## src/rtl/seq_alu.sv

```systemverilog
// Registered ALU with start/done handshake: six single-cycle ops plus
// iterative unsigned shift-add multiply and restoring divide.
module seq_alu #(
  parameter int unsigned WIDTH = 32,
  parameter int unsigned SHW   = $clog2(WIDTH)
) (
  input  logic             clk,
  input  logic             rst_n,
  input  logic             start,
  input  logic [WIDTH-1:0] A,
  input  logic [WIDTH-1:0] B,
  input  logic [2:0]       ALUOp,
  output logic [WIDTH-1:0] C,
  output logic [WIDTH-1:0] C_hi,
  output logic             busy,
  output logic             done,
  output logic             div_zero
);

  localparam logic [2:0] OP_ADD  = 3'b000;
  localparam logic [2:0] OP_SUB  = 3'b001;
  localparam logic [2:0] OP_AND  = 3'b010;
  localparam logic [2:0] OP_OR   = 3'b011;
  localparam logic [2:0] OP_SRL  = 3'b100;
  localparam logic [2:0] OP_SRA  = 3'b101;
  localparam logic [2:0] OP_MULU = 3'b110;
  localparam logic [2:0] OP_DIVU = 3'b111;

  typedef enum logic [1:0] {
    IDLE,
    MUL,
    DIV
  } state_t;

  state_t           state;
  logic [SHW-1:0]   cnt;
  logic [WIDTH-1:0] acc_hi;
  logic [WIDTH-1:0] acc_lo;
  logic [WIDTH-1:0] opb;

  logic [SHW-1:0]   shamt;
  logic [WIDTH-1:0] sc_res;
  logic [WIDTH:0]   mul_sum;
  logic [WIDTH-1:0] mul_hi_n;
  logic [WIDTH-1:0] mul_lo_n;
  logic [WIDTH:0]   div_sh;
  logic [WIDTH:0]   div_diff;
  logic             div_ge;
  logic [WIDTH-1:0] div_hi_n;
  logic [WIDTH-1:0] div_lo_n;

  // Single-cycle result, taken straight from the live inputs at acceptance
  always_comb begin
    shamt  = B[SHW-1:0];
    sc_res = '0;
    case (ALUOp)
      OP_ADD:  sc_res = A + B;
      OP_SUB:  sc_res = A - B;
      OP_AND:  sc_res = A & B;
      OP_OR:   sc_res = A | B;
      OP_SRL:  sc_res = A >> shamt;
      OP_SRA:  sc_res = WIDTH'($unsigned($signed(A) >>> shamt));
      default: sc_res = '0;
    endcase
  end

  // One multiply step: acc_lo holds the remaining multiplier bits (LSB first)
  // and gradually fills with low product bits shifted in from acc_hi.
  always_comb begin
    mul_sum  = {1'b0, acc_hi} + (acc_lo[0] ? {1'b0, opb} : {(WIDTH+1){1'b0}});
    mul_hi_n = mul_sum[WIDTH:1];
    mul_lo_n = {mul_sum[0], acc_lo[WIDTH-1:1]};
  end

  // One restoring-division step: acc_hi is the partial remainder, acc_lo
  // shifts the dividend out MSB first and the quotient in LSB first.
  always_comb begin
    div_sh   = {acc_hi, acc_lo[WIDTH-1]};
    div_diff = div_sh - {1'b0, opb};
    div_ge   = ~div_diff[WIDTH];
    div_hi_n = div_ge ? div_diff[WIDTH-1:0] : div_sh[WIDTH-1:0];
    div_lo_n = {acc_lo[WIDTH-2:0], div_ge};
  end

  always_ff @(posedge clk or negedge rst_n) begin
    if (!rst_n) begin
      state    <= IDLE;
      cnt      <= '0;
      acc_hi   <= '0;
      acc_lo   <= '0;
      opb      <= '0;
      C        <= '0;
      C_hi     <= '0;
      busy     <= 1'b0;
      done     <= 1'b0;
      div_zero <= 1'b0;
    end else begin
      done <= 1'b0;
      case (state)
        IDLE: begin
          if (start) begin
            case (ALUOp)
              OP_MULU: begin
                state  <= MUL;
                busy   <= 1'b1;
                cnt    <= SHW'(WIDTH - 1);
                acc_hi <= '0;
                acc_lo <= A;
                opb    <= B;
              end
              OP_DIVU: begin
                if (B == '0) begin
                  C        <= '1;
                  C_hi     <= A;
                  div_zero <= 1'b1;
                  done     <= 1'b1;
                end else begin
                  state  <= DIV;
                  busy   <= 1'b1;
                  cnt    <= SHW'(WIDTH - 1);
                  acc_hi <= '0;
                  acc_lo <= A;
                  opb    <= B;
                end
              end
              default: begin
                C        <= sc_res;
                C_hi     <= '0;
                div_zero <= 1'b0;
                done     <= 1'b1;
              end
            endcase
          end
        end
        MUL: begin
          if (cnt == '0) begin
            state    <= IDLE;
            busy     <= 1'b0;
            done     <= 1'b1;
            div_zero <= 1'b0;
            C        <= mul_lo_n;
            C_hi     <= mul_hi_n;
          end else begin
            cnt    <= cnt - 1'b1;
            acc_hi <= mul_hi_n;
            acc_lo <= mul_lo_n;
          end
        end
        DIV: begin
          if (cnt == '0) begin
            state    <= IDLE;
            busy     <= 1'b0;
            done     <= 1'b1;
            div_zero <= 1'b0;
            C        <= div_lo_n;
            C_hi     <= div_hi_n;
          end else begin
            cnt    <= cnt - 1'b1;
            acc_hi <= div_hi_n;
            acc_lo <= div_lo_n;
          end
        end
        default: begin
          state <= IDLE;
          busy  <= 1'b0;
        end
      endcase
    end
  end

endmodule

```

## config.mk

```make
export PLATFORM = sky130hd
export DESIGN_NAME = seq_alu
export DESIGN_NICKNAME = d
export VERILOG_FILES = /design/src/rtl/seq_alu.sv
export SDC_FILE = /design/constraint.sdc
export NUM_CORES = 1
export LEC_CHECK = 0
export CORE_ASPECT_RATIO = 0.6
export CORE_MARGIN = 2
export CORE_UTILIZATION = 30
export CTS_BUF_LIST = sky130_fd_sc_hd__clkbuf_2 sky130_fd_sc_hd__clkbuf_4 sky130_fd_sc_hd__clkbuf_8
export DETAILED_ROUTE_END_ITERATION = 6
export PLACE_DENSITY_LB_ADDON = 0.05
export SYNTH_ARGS = -nofsm -noshare
export SYNTH_HDL_FRONTEND = slang
export SYNTH_SLANG_ARGS = --single-unit
```

## constraint.sdc

```tcl
create_clock -name clk -period 3.3 [get_ports clk]
set_clock_uncertainty 0.05 [all_clocks]
set_input_delay 0.99 -clock clk [delete_from_list [all_inputs] [get_ports clk]]
set_output_delay 0.99 -clock clk [all_outputs]
set_load 0.01 [all_outputs]
```

-- Word-level counts from Yosys, hierarchy flattened
Index checks and enable logic that the tools add are counted.
- output and inout port bits: 67
- register bits after elaboration: 170
- bits of input ports: 70
- shifts and indexed selects: 2
- mux-type cells: 53
- add/sub/neg operators: 5
- equality and inequality tests: 21
- reductions and logical operators: 14
- bitwise logic cells: 3
- operators with widths (operator ; count):
    $mux W32 ; 19
    $pmux W32 S3 ; 4
    $pmux W32 S2 ; 5
    $pmux W32 S6 ; 1
    $add A32 B32 Y33 ; 1
    $sub A33 B32 Y33 ; 1
    $add A32 B32 Y32 ; 1
    $and A32 B32 Y32 ; 1
    $logic_not A32 Y1 ; 1
    $or A32 B32 Y32 ; 1
    $shr A32 B5 Y32 ; 1
    $sshr A32 B5 Y32 ; 1
    $sub A32 B32 Y32 ; 1
    $pmux W5 S2 ; 2
    $ne A2 B2 Y1 const B ; 8
    $mux W5 ; 3
    $eq A3 B3 Y1 const B ; 4
    $pmux W1 S2 ; 6
    $reduce_and A6 Y1 ; 2
    $reduce_and A5 Y1 ; 2
    $mux W1 ; 8
    $pmux W2 S2 ; 2
    $reduce_and A4 Y1 ; 2
    $eq A3 B2 Y1 const B ; 2
    15 further kinds ; 19

-- Logic depth before layout (Yosys ltp)
- depth in word-level cells: 5
- mapped depth: 19
- depth with buffers taken out: 17

-- Worst setup path after synthesis
No wires, ideal clock.
- path type: input to register
- from: in B[1]
- to: reg C[29]
- arrival time: 5364 ps
- data required time: 3181 ps
- path buffers: 2
- stages: 17
- setup slack: -2183 ps
- library setup time: 69 ps
- cell sequence: clkbuf_1 inv_1 clkbuf_1 ha_1 or4b_4 or4_4 or3_1 o31ai_1 xor2_1 ha_1 inv_1 nor3_1 nand2_1 o31ai_1 a31oi_1 or4b_1 nand3_1
- longest elaborated chain between the ends: 5
- ends and longest elaborated chain (element ; RTL line ; source):
    from (decl) ; 11 ; input logic [WIDTH-1:0] B,
    $sub A32 B32 Y32, or another cell as far along ; 58 ; OP_SUB: sc_res = A - B;
    $pmux W32 S6 ; 56 ; case (ALUOp)
    $pmux W32 S2 ; 102 ; case (ALUOp)
    $mux W32 ; 101 ; if (start) begin
    $pmux W32 S3 ; 99 ; case (state)
    to (signal assigned) ; 127 ; C <= sc_res;
    to (signal assigned) ; 141 ; C <= mul_lo_n;
    to (signal assigned) ; 155 ; C <= div_lo_n;
    to (decl) ; 13 ; output logic [WIDTH-1:0] C,
Several ways; a longest one is shown, not always the timed one. The select of a mux whose other input is x is not followed.
A chain may end at the register's enable or synchronous reset.

-- Worst setup path after layout
Same ends and word-level chain as after synthesis.

==> metrics.txt <==
status finished, violations left; failing checks setup timing; crit path cell chain buf_8 -> inv_8 -> ha_4 -> or4b_4 -> or4_4 -> o31ai_4 -> xor2_1 -> ha_2 -> nand2_1 -> a32oi_2 -> o31ai_4 -> a21oi_2 -> buf_4 -> a31oi_1 -> buf_4 -> o31ai_4 -> a31oi_2 -> or4b_1 -> nand3_1; clk slew on worst S/H paths 0.14 ns; largest net degree at the start of global routing 55; Critical R2R Launch acc_lo[31]; final core utilization 47.08%; number of port buffers 136; CTS tree built; Post-Synthesis Cell Area 16840 µm²; number of global-route vias before repair 19002; # setup viols final 160; Worst Slack Setup Final -1.135 ns; synth cell count leaders nand2_1 (305), o21ai_0 (207), a21oi_1 (180); top_reg_cell synth dfrtp_1; initial antenna violation count 2; clock root buffer clkbuf_8; Largest delay share family, worst path simple AND/OR/NAND/NOR gates; final hold vios 0; CTS Hold Bufs 0; critical path startpoint B[1]; top cells by area, synth dfrtp_1 (25%), ha_1 (7.7%), nand2_1 (6.8%), o21ai_0 (6.2%), a21oi_1 (5.3%); Area Overhead vs Synth 55.62%; Die Height 187.5 µm; Distinct cells, synth 85; initial DRC count 1900; CP max stage delay 0.47 ns; crit-path max FO 3; vias per cell 5.588; Yosys top cell area share 25.26%; CP endpoint kind flip-flop; Row Count 67; PD cells 721.0 nW/µm²; Clock Tree Buf Depth 2; Avg WL per Cell 24.62 µm; CP Launch Type primary input; CP Class in2reg; Yosys top cell by area dfrtp_1; Peak VDD IR 0.0005071 V; Arr. time, crit path 4.89 ns; Skew-Pair Late Insertion Delay 0.54 ns; Worst R2R Path Depth 17; Worst-Margin Slew 1.124 ns; number of flops mapped to enable cells by yosys 0; GP Congestion 0.9800; Final nets 2972; Post-DP HPWL 66680 µm; vias post-DR 19939; setup TNS -68.29 ns; most frequent cell after synthesis nand2_1; ANT nets after route 0; #FFs+latches synth 170; core area 55660 µm²; post-synthesis sequential area ratio 25.26%; Max Freq 225.5 MHz; slowest cell on the critical path or4_4; Initial Util 30.26%; Pleak 11.55 nW; Remaining DRCs 0; Gate Count Post-Synth 2148; Hold WC Path Type in2async; RSZ-0062 raised after global routing yes; Ys Warns 0; CTS sink count 170; DP Cell Count 3455; r2r endpoint acc_hi[20]; Crit path buffers/inverters 4; IO Count 137; CP dominant cell by count o31ai_4; total track usage 29.24%; Post-synth ARST share 100.0%; worst rel slew slack 24.97%; share of cells above drive strength 1 33.89%; Syn Nets 2324; Routed WL 87860 µm; Final Cycle Share 134.4%; Pins Over Slew Limit 0; Die Span X 309.9 µm; Max Cap Viol 0; antenna cells 0; post-route insts no fill 3568; grt ovf 0; Post-Syn Area per Cell 7.840 µm²; TritonRoute pass-1 iters 7; global-route wire length before repair 126300 µm; r2r setup slk -0.53 ns; H-tree depth 4; cts bufs inserted 17; Worst Path Required 3.76 ns; post-layout min period 4.435 ns; Die ar. 58110 µm²
[power breakdown]
| group | switching, mW | internal [mW] | leakage (nW) |
|---|---|---|---|
| clock | 1.02 | 0.710 | 0.200 |
| combinational | 7.08 | 6.51 | 9.22 |
| sequential | 0.641 | 2.93 | 2.13 |
[how the worst max path moves through the flow]
stage | end | slack, ns | depth (start not counted)
final | C[29] | -1.13 | 19
after detailed placement | C[25] | -2.03 | 16
after CTS | C[25] | -1.06 | 18
after floorplan | C[29] | -1.61 | 18
after global placement | C[25] | -2.00 | 16
after global routing | C[29] | -1.22 | 19
[final cells by class]
type / instances / area, µm²
Multi-Input combinational cell: 1784 / 13240
Fill cell: 5489 / 29450
Clock inverter: 13 / 156.4
Clock buffer: 19 / 249.0
Sequential cell: 170 / 4254
Timing Repair Buffer: 760 / 7109
Tap cell: 759 / 949.7
Inverter: 63 / 251.5
[routing by layer]
layer	routed length, µm	GRT usage, %	up-vias
li1	-	-	9264
met1	43820	45.61	9791
met2	34740	39.57	819
met3	7932	7.516	63
met4	1357	5.890	2
met5	10	0	-
[sequential cells by signal, indices dropped and copies added (netlist names)]
| register | count |
|---|---|
| acc_hi | 32 |
| acc_lo | 32 |
| C_hi | 32 |
| done | 1 |
| state | 2 |
| opb | 32 |
| busy | 1 |
| cnt | 5 |
| C | 32 |
| div_zero | 1 |
[through the flow]
| stage | power (mW) | setup WS, ns | hold WS [ns] | area (µm²) |
|---|---|---|---|---|
| global route | 20.04 | -1.223 | 0.3904 | 26210 |
| detailed placement | 14.53 | -2.033 | 0.4244 | 23250 |
| CTS | 17.77 | -1.056 | 0.3730 | 25220 |
| finish | 18.90 | -1.135 | 0.3932 | 26210 |
| floorplan | 9.398 | -1.611 | 0.4119 | 17340 |
| global placement | 14.45 | -2.000 | 0.4229 | 23250 |
[cell usage in the layout (no fill, tap or decap), types with 25 or more instances in the layout]
cell	count
nor2_1	139
a21oi_2	31
mux2i_1	40
a21o_1	49
buf_12	36
nor3_1	25
o21ai_1	108
and2_1	53
dfrtp_1	170
nand2_1	285
buf_4	523
buf_6	35
a22oi_1	40
xor2_1	37
clkdlybuf4s50_1	124
xnor2_1	54
o21ai_0	100
maj3_1	28
ha_1	95
inv_1	55
a21oi_1	144
[worst reg2reg max path: stages (launching register included)]
cell and delay [ns]:
dfrtp_1 0.42, inv_4 0.12, ha_4 0.16, inv_2 0.04, fa_2 0.34, a211oi_2 0.18
buf_4 0.14, o211ai_1 0.15, a31o_2 0.30, or3_4 0.39, o311ai_4 0.33, nor2_4 0.06
buf_12 0.17, buf_12 0.15, buf_8 0.13, mux2i_2 0.20, o22ai_2 0.11, mux2_4 0.27
[cells by family after synthesis]
kind of cell	count (synthesis)	synth area share, %
flops	170	25.26
simple gates	689	18.69
fa+ha+maj	134	9.673
buf+inv	194	4.606
xor+xnor	95	4.941
mux	95	7.578
compound gates	771	29.26
[timing repair]
action,CTS,global route
gates cloned,12,13
gates resized for setup,205,128
pin swaps,100,75
endpoints found under the setup margin,167,149
setup buffers,40,32
(Power assumes the default switching activity.)
